File: src/rtl/sevenseg_scan_ctrl.sv
// Time-multiplexed scan controller for a common-anode seven segment display.
// Drives one shared BCD decoder plus one-hot active-low digit selects; updates land on frame boundaries.
module sevenseg_scan_ctrl #(
   parameter int NUM_DIGITS   = 4,
   parameter int PRESCALE     = 50000,
   parameter int BLANK_CYCLES = 500
) (
   input  logic                    clk,
   input  logic                    reset,
   input  logic                    enable,
   input  logic                    upd_valid,
   output logic                    upd_ready,
   input  logic [4*NUM_DIGITS-1:0] upd_data,
   input  logic [NUM_DIGITS-1:0]   upd_dp,
   input  logic                    lz_suppress,
   output logic [3:0]              bcd,
   output logic [NUM_DIGITS-1:0]   digit_sel_n,
   output logic                    dp_n,
   output logic                    frame_done
);

   // state    | meaning
   // ST_OFF   | scanning disabled; counter and index parked at 0
   // ST_BLANK | slot counter in the anti-ghosting window, all digits off
   // ST_SHOW  | slot counter past the blank window, digit idx lit

   localparam int CNT_W = (PRESCALE > 2) ? $clog2(PRESCALE) : 1;
   localparam int IDX_W = $clog2(NUM_DIGITS);

   localparam logic [CNT_W-1:0] CNT_LAST  = CNT_W'(PRESCALE - 1);
   localparam logic [CNT_W-1:0] CNT_BLANK = CNT_W'(BLANK_CYCLES);
   localparam logic [IDX_W-1:0] IDX_LAST  = IDX_W'(NUM_DIGITS - 1);

   typedef enum logic [1:0] {
      ST_OFF   = 2'd0,
      ST_BLANK = 2'd1,
      ST_SHOW  = 2'd2
   } state_t;

   state_t                  state_q, state_d;
   logic [CNT_W-1:0]        cnt_q, cnt_d;
   logic [IDX_W-1:0]        idx_q, idx_d;

   logic [4*NUM_DIGITS-1:0] active_data, active_data_d;
   logic [NUM_DIGITS-1:0]   active_dp, active_dp_d;
   logic [4*NUM_DIGITS-1:0] pend_data, pend_data_d;
   logic [NUM_DIGITS-1:0]   pend_dp, pend_dp_d;
   logic                    pend_flag, pend_flag_d;

   logic [3:0]              bcd_d;
   logic [NUM_DIGITS-1:0]   digit_sel_n_d;
   logic                    dp_n_d;
   logic                    frame_done_d;
   logic                    upd_ready_d;

   logic                    slot_end;
   logic                    frame_end;
   logic                    xfer;
   logic                    swap;
   logic [3:0]              cur_digit;
   logic [NUM_DIGITS-1:0]   sel_onehot;
   logic [NUM_DIGITS-1:0]   supp;
   logic                    lead;

   // A digit is a leading zero when it and every more significant digit are zero.
   always_comb begin
      lead = 1'b1;
      supp = '0;
      for (int i = NUM_DIGITS - 1; i >= 1; i--) begin
         lead    = lead & (active_data[4*i +: 4] == 4'h0);
         supp[i] = lead;
      end
   end

   always_comb begin
      cur_digit           = active_data[4*idx_q +: 4];
      sel_onehot          = '0;
      sel_onehot[idx_q]   = 1'b1;
   end

   always_comb begin
      state_d       = state_q;
      cnt_d         = cnt_q;
      idx_d         = idx_q;
      active_data_d = active_data;
      active_dp_d   = active_dp;
      pend_data_d   = pend_data;
      pend_dp_d     = pend_dp;
      pend_flag_d   = pend_flag;
      bcd_d         = 4'hF;
      digit_sel_n_d = '1;
      dp_n_d        = 1'b1;
      frame_done_d  = 1'b0;
      swap          = 1'b0;

      slot_end  = (cnt_q == CNT_LAST);
      frame_end = slot_end && (idx_q == IDX_LAST);
      xfer      = upd_valid && upd_ready;

      if (enable) begin
         if (slot_end) begin
            cnt_d = '0;
            idx_d = (idx_q == IDX_LAST) ? '0 : idx_q + 1'b1;
         end else begin
            cnt_d = cnt_q + 1'b1;
         end
         frame_done_d = frame_end;
         swap         = pend_flag && frame_end;
      end else begin
         cnt_d = '0;
         idx_d = '0;
         swap  = pend_flag;
      end

      if (!enable)
         state_d = ST_OFF;
      else if (cnt_d < CNT_BLANK)
         state_d = ST_BLANK;
      else
         state_d = ST_SHOW;

      if (swap) begin
         active_data_d = pend_data;
         active_dp_d   = pend_dp;
         pend_flag_d   = 1'b0;
      end
      // ready is low whenever the flag is set, so a capture never collides with a swap.
      if (xfer) begin
         pend_data_d = upd_data;
         pend_dp_d   = upd_dp;
         pend_flag_d = 1'b1;
      end

      // Ready stays low through the swap cycle and reopens one cycle later.
      upd_ready_d = ~(pend_flag | pend_flag_d);

      if (enable && (state_q == ST_SHOW)) begin
         digit_sel_n_d = ~sel_onehot;
         bcd_d         = (lz_suppress && supp[idx_q]) ? 4'hF : cur_digit;
         dp_n_d        = ~active_dp[idx_q];
      end
   end

   always_ff @(posedge clk) begin
      if (reset) begin
         state_q     <= ST_OFF;
         cnt_q       <= '0;
         idx_q       <= '0;
         active_data <= '0;
         active_dp   <= '0;
         pend_data   <= '0;
         pend_dp     <= '0;
         pend_flag   <= 1'b0;
         bcd         <= 4'hF;
         digit_sel_n <= '1;
         dp_n        <= 1'b1;
         frame_done  <= 1'b0;
         upd_ready   <= 1'b1;
      end else begin
         state_q     <= state_d;
         cnt_q       <= cnt_d;
         idx_q       <= idx_d;
         active_data <= active_data_d;
         active_dp   <= active_dp_d;
         pend_data   <= pend_data_d;
         pend_dp     <= pend_dp_d;
         pend_flag   <= pend_flag_d;
         bcd         <= bcd_d;
         digit_sel_n <= digit_sel_n_d;
         dp_n        <= dp_n_d;
         frame_done  <= frame_done_d;
         upd_ready   <= upd_ready_d;
      end
   end

endmodule

File: config.mk
export PLATFORM = sky130hd
export DESIGN_NAME = sevenseg_scan_ctrl
export DESIGN_NICKNAME = d
export VERILOG_FILES = /design/src/rtl/sevenseg_scan_ctrl.sv
export SDC_FILE = /design/constraint.sdc
export NUM_CORES = 1
export LEC_CHECK = 0
export ABC_AREA = 1
export BUFFER_PORTS_ARGS = -buffer_cell sky130_fd_sc_hd__buf_2
export CELL_PAD_IN_SITES_DETAIL_PLACEMENT = 0
export CELL_PAD_IN_SITES_GLOBAL_PLACEMENT = 1
export CORE_MARGIN = 3
export CORE_UTILIZATION = 41
export DETAILED_ROUTE_END_ITERATION = 10
export PLACE_DENSITY_LB_ADDON = 0.1
export SYNTH_ARGS = -nofsm -noshare
export SYNTH_HDL_FRONTEND = slang
export SYNTH_SLANG_ARGS = --single-unit
export TNS_END_PERCENT = 100
File: constraint.sdc
create_clock -name clk -period 1.8 [get_ports clk]
set_input_delay 0.36 -clock clk [delete_from_list [all_inputs] [get_ports clk]]
set_output_delay 0.36 -clock clk [all_outputs]
set_load 0.01 [all_outputs]
# ---- Word-level counts from Yosys, hierarchy flattened
# Index checks and enable logic that the tools add are counted.
dict set report word_totals {
  reg_bits 72
  out_inout_bits 11
  word_cells 55
}
dict set report classes {
  n_addsub 2
  n_lt_le_gt_ge 3
  eq_ne 3
  shift 1
  n_mux 13
  bitwise 8
  n_reduce_logical 12
}
# cell count
set op_table {}
lappend op_table {{16-bit 2-to-1 mux} 2}
lappend op_table {{16-bit by 1-bit adder with 16-bit output, second input constant} 1}
lappend op_table {{16-bit equality test, second input constant} 1}
lappend op_table {{16-bit by 9-bit < comparator with 1-bit output, second input constant} 1}
lappend op_table {{16-bit by 5-bit variable part select with 4-bit output} 1}
lappend op_table {{4-bit logical NOT} 3}
lappend op_table {{1-bit logical AND} 6}
lappend op_table {{1-bit 2-to-1 mux} 6}
lappend op_table {{1-bit binary-select mux with 2-bit select} 2}
lappend op_table {{2-bit equality test, second input constant} 2}
lappend op_table {{2-bit 2-to-1 mux} 2}
lappend op_table {{1-bit NOT} 4}
lappend op_table {{4-bit NOT} 1}
lappend op_table {{2-bit OR reduction} 2}
lappend op_table {{2-bit by 3-bit < comparator with 1-bit output, second input constant} 1}
lappend op_table {{3-bit OR reduction} 1}
lappend op_table {{2-bit by 1-bit adder with 2-bit output, second input constant} 1}
lappend op_table {{1-bit AND} 2}
lappend op_table {{1-bit demux with 2-bit select} 1}
lappend op_table {{2-bit by 1-bit >= comparator with 1-bit output, second input constant} 1}
lappend op_table {{1-bit bitwise OR} 1}

# ---- Depth between registers and ports, before layout
dict set report logic_depth {
  depth_word 8
  ltp_mapped 12
  ltp_nobuf 12
}

# ---- Least setup slack after synthesis
# Ideal clock, no wire load.
dict set report synth_timing {
  path_kind {flip-flop to flip-flop}
  startpoint {register cnt_q[0]}
  endpoint {register active_data[10]}
  setup_ps 113
  t_arrival_ps 1499
  required_ps 1687
  slack_ps 188
  path_stages_with_launch 10
  path_cell_list {dfxtp_1 ha_1 nand3_2 nor2_4 nand2_4 o21ai_4 nand2_4 buf_6 o21ai_1 nor2_1}
}
dict set report synth_via {
  elab_chain_cells 4
}
# element line
set synth_lines {}
lappend synth_lines {{start, declared} 41} ;# logic [CNT_W-1:0] cnt_q, cnt_d;
lappend synth_lines {{start signal, assigned} 161} ;# cnt_q <= cnt_d;
lappend synth_lines {{16-bit equality test} 96} ;# slot_end = (cnt_q == CNT_LAST);
lappend synth_lines {{1-bit logical AND} 97} ;# frame_end = slot_end && (idx_q == IDX_LAST);
lappend synth_lines {{1-bit logical AND} 108} ;# swap = pend_flag && frame_end;
lappend synth_lines {{1-bit 2-to-1 mux} 100} ;# if (enable) begin
lappend synth_lines {{end signal, assigned} 163} ;# active_data <= active_data_d;
lappend synth_lines {{end, declared} 44} ;# logic [4*NUM_DIGITS-1:0] active_data, active_data_d;
# Every way passes these cells.
# A chain may end at the register's enable or synchronous reset.

# ---- Worst setup path in the final report
dict set report layout_timing {
  startpoint {register cnt_q[1]}
  endpoint {register active_data[15]}
}
# The elaborated chain is that of the path after synthesis.

==> qor.csv <==
stage;metric;value;unit
route;Vias;2752;
die;Initial Util;42.6;%
route;Routed WL per cell;11.8;um
critical_path;Critical R2R Launch;cnt_q[1];
power_and_ir_drop;Peak supply drop;387;uV
hold_path;path type of the worst min-delay path;input pin to flop;
final_layout;fillers;788;
critical_path;Worst Path Max Fanout;13;
power_and_ir_drop;Int Power;0.00244;W
grt;GRT overflow;0;
timing;final-report hold violation count;0;
grt;met2 Track Usage GR;22.4;%
critical_path;startpoint types;flop;
route;drt drc;0;
timing;highest achievable clock rate;596;MHz
clocking;clock sink count;72;
clocking;clock root buffer;clkbuf_8;
critical_path;Worst R2R End;active_data[15];
critical_path;Worst R2R Setup Slack;0.12;ns
logic_synthesis;Mean Syn Cell Area;7.17;um2
logic_synthesis;Netlist Area Pre-Place;3100;um2
power_and_ir_drop;pwr/cell area;875;nW/um2
die;Die Ht;93.0;um
power_and_ir_drop;Seq pwr share;52.7;%
final_layout;Reg area;1450;um2
logic_synthesis;Syn Inst Count;433;
clocking;TritonCTS buffer count;9;
timing;Final Setup Violations;0;
critical_path;Worst Path Required;2.04;ns
power_and_ir_drop;clock share of power;40.2;%
die;Die Wd;93.0;um
timing;Tightest Pin Transition;0.330;ns
route;final WL;6920;um
grt;vias in the first global route;2507;
die;row cnt;31;
power_and_ir_drop;total power draw;0.00324;W
route;Post-DRT Antenna Nets;0;
final_layout;final core occ;50.8;%
final_layout;number of diodes;0;
timing;fin crit period;1.68;ns
clocking;H-tree Lvls;3;
grt;gr usage total;16.7;%
grt;initial antenna violation count;0;
timing;Final Cycle Share;93.2;%
placement;gpl congestion;0.827;
clocking;CTS max path bufs;2;
placement;post-DP HPWL;5110;um
power_and_ir_drop;P_sw;0.000799;W
power_and_ir_drop;Sw Share;24.7;%
critical_path;Worst EP arrival;1.91;ns
die;I/O pins;36;
critical_path;kind of end point of the critical path;flop;
critical_path;R2R depth;8;
final_layout;Area Overhead vs Synth;19.3;%
route;vias per std cell;4.70;
clocking;Worst-path clk slew;0.08;ns
status;status;finished, final reports clean;
grt;GR peak layer;met1;
logic_synthesis;Warnings, synthesis;0;
logic_synthesis;Post-Syn Nets;463;
placement;placed cells;567;
final_layout;commonest non-fill, non-tap cell in the layout;nor2_1;
route;1st-iter DRT viols;139;
flow_run;Max Cap Viol;0;
final_layout;Final Non-Filler Cells;585;
clocking;worst-skew pair later-pin latency;0.34;ns
grt;met3 GRT Util;3.22;%
critical_path;worst setup path startpoint;cnt_q[1];
clocking;Hold Buf Count CTS;0;
route;First-pass DRT Iterations;4;
final_layout;Nets;511;
timing;setup TNS;0;ns
power_and_ir_drop;Gate power share;7.1;%
logic_synthesis;cell taking the most area after synthesis;dfxtp_1;
logic_synthesis;largest cells by area after synthesis;dfxtp_1, nor2_1, nand2_1;
die;die area;8650;um2
logic_synthesis;Synth top area share;46.5;%
logic_synthesis;Yosys cell types;28;
critical_path;Worst Setup EP;active_data[15];
timing;Worst slew margin;77.7;%
power_and_ir_drop;leakage power;1.53;nW
final_layout;most frequent cells in the layout;nor2_1, dfxtp_1, nand2_1;
placement;# port buffers;35;
clocking;CTS tree;yes;
final_layout;share of layout cells above drive strength 1;18.3;%
grt;pin count of the biggest net entering global routing;42;
logic_synthesis;Seq/Total Area, Yosys;46.5;%
timing;Slew Viols, Final;0;
grt;met1 Track Usage GR;26.2;%
critical_path;WS Path Type;flop to flop;
grt;first-pass GRT wire length;11600;um
timing;Setup Skew;0.00845;ns
logic_synthesis;number of synthesized register bits;72;
final_layout;area of the multi-input gates;1490;um2
die;core area;7290;um2
what timing repair did:
item / CTS / global route
gates resized for setup: 0 / 15
setup buffers: 0 / 1
endpoints found under the setup margin: 0 / 22
cell families after synthesis:
| kind of cell | count (synthesis) | share of synthesized area, % |
|---|---|---|
| buffers and inverters | 49 | 7.14 |
| and+or+nand+nor | 233 | 31.5 |
| DFF | 72 | 46.5 |
| AOI/OAI and AO/OA | 71 | 12.1 |
| adders and majority gates | 5 | 2.02 |
| xor gates and xnor gates | 3 | 0.847 |
stage by stage:
step / setup slack (ns) / hold slack (ns) / cell area (um2)
finish: 0.122 / 0.266 / 3700
global route: -0.00546 / 0.281 / 3700
CTS: 0.00631 / 0.252 / 3630
detailed placement: 0.0291 / 0.459 / 3430
global placement: 0.119 / 0.463 / 3430
floorplan: 0.188 / 0.425 / 3100
power by group through the flow:
stage / Sequential (W) / Clock (W) / Combinational (W)
2_1_floorplan: 0.00173 / 0 / 0.000164
3_3_place_gp: 0.00174 / 0 / 0.000221
3_5_place_dp: 0.00174 / 0 / 0.000223
4_1_cts: 0.00170 / 0.00134 / 0.000224
5_1_grt: 0.00172 / 0.00142 / 0.000271
6_report: 0.00171 / 0.00130 / 0.000231
how the worst min path moves through the flow:
| stage | start | endpoint | cells after the start | slack [ns] |
|---|---|---|---|---|
| 2_1_floorplan | active_data[1] | active_data[1] | 2 | 0.42 |
| 3_3_place_gp | active_dp[0] | active_dp[0] | 2 | 0.46 |
| 3_5_place_dp | active_data[1] | active_data[1] | 2 | 0.46 |
| 4_1_cts | upd_data[5] | pend_data[5] | 3 | 0.25 |
| 5_1_grt | upd_data[1] | pend_data[1] | 3 | 0.28 |
| 6_report | upd_data[5] | pend_data[5] | 3 | 0.27 |
synthesized netlist by cell type, drive strengths merged:
master    n
nor2    127
dfxtp    72
nand2    66
o21ai    54
inv      32
nand3    24
a21oi    14
clkbuf   11
nand4     8
nor3      7
buf       5
ha        5
o21bai    2
xor2      2
and2      1
clkinv    1
o41ai     1
xnor2     1
per-layer routing:
metal / part of all wire (%) / vias up
met5: 0 / -
met4: 1.4 / 0
met3: 4.5 / 8
met2: 37 / 60
met1: 57 / 1199
li1: - / 1485
area by class of cell:
class	count	area share, %
inverter	33	3.68
sequential	72	39.1
clock buffer	10	3.72
timing repair buffer	52	8.18
tap	99	3.35
multi-input combinational	313	40.1
clock inverter	6	1.82
registers in the layout (all words and copies together), names as in the netlist:
name and count:
pend_dp 4, state_q 2, cnt_q 16, dp_n 1, active_data 16, digit_sel_n 4
upd_ready 1, bcd 4, active_dp 4, pend_flag 1, idx_q 2, pend_data 16
frame_done 1
critical path, cell delays in order, from the launching register on:
cell	delay, ns
dfxtp_2	0.36
ha_4	0.16
nand3_2	0.13
nor2_4	0.14
nand2_4	0.11
o21ai_4	0.30
nand2_8	0.13
o21ai_1	0.18
nor2_1	0.06
No activity file was read; power rests on OpenSTA's default activity.
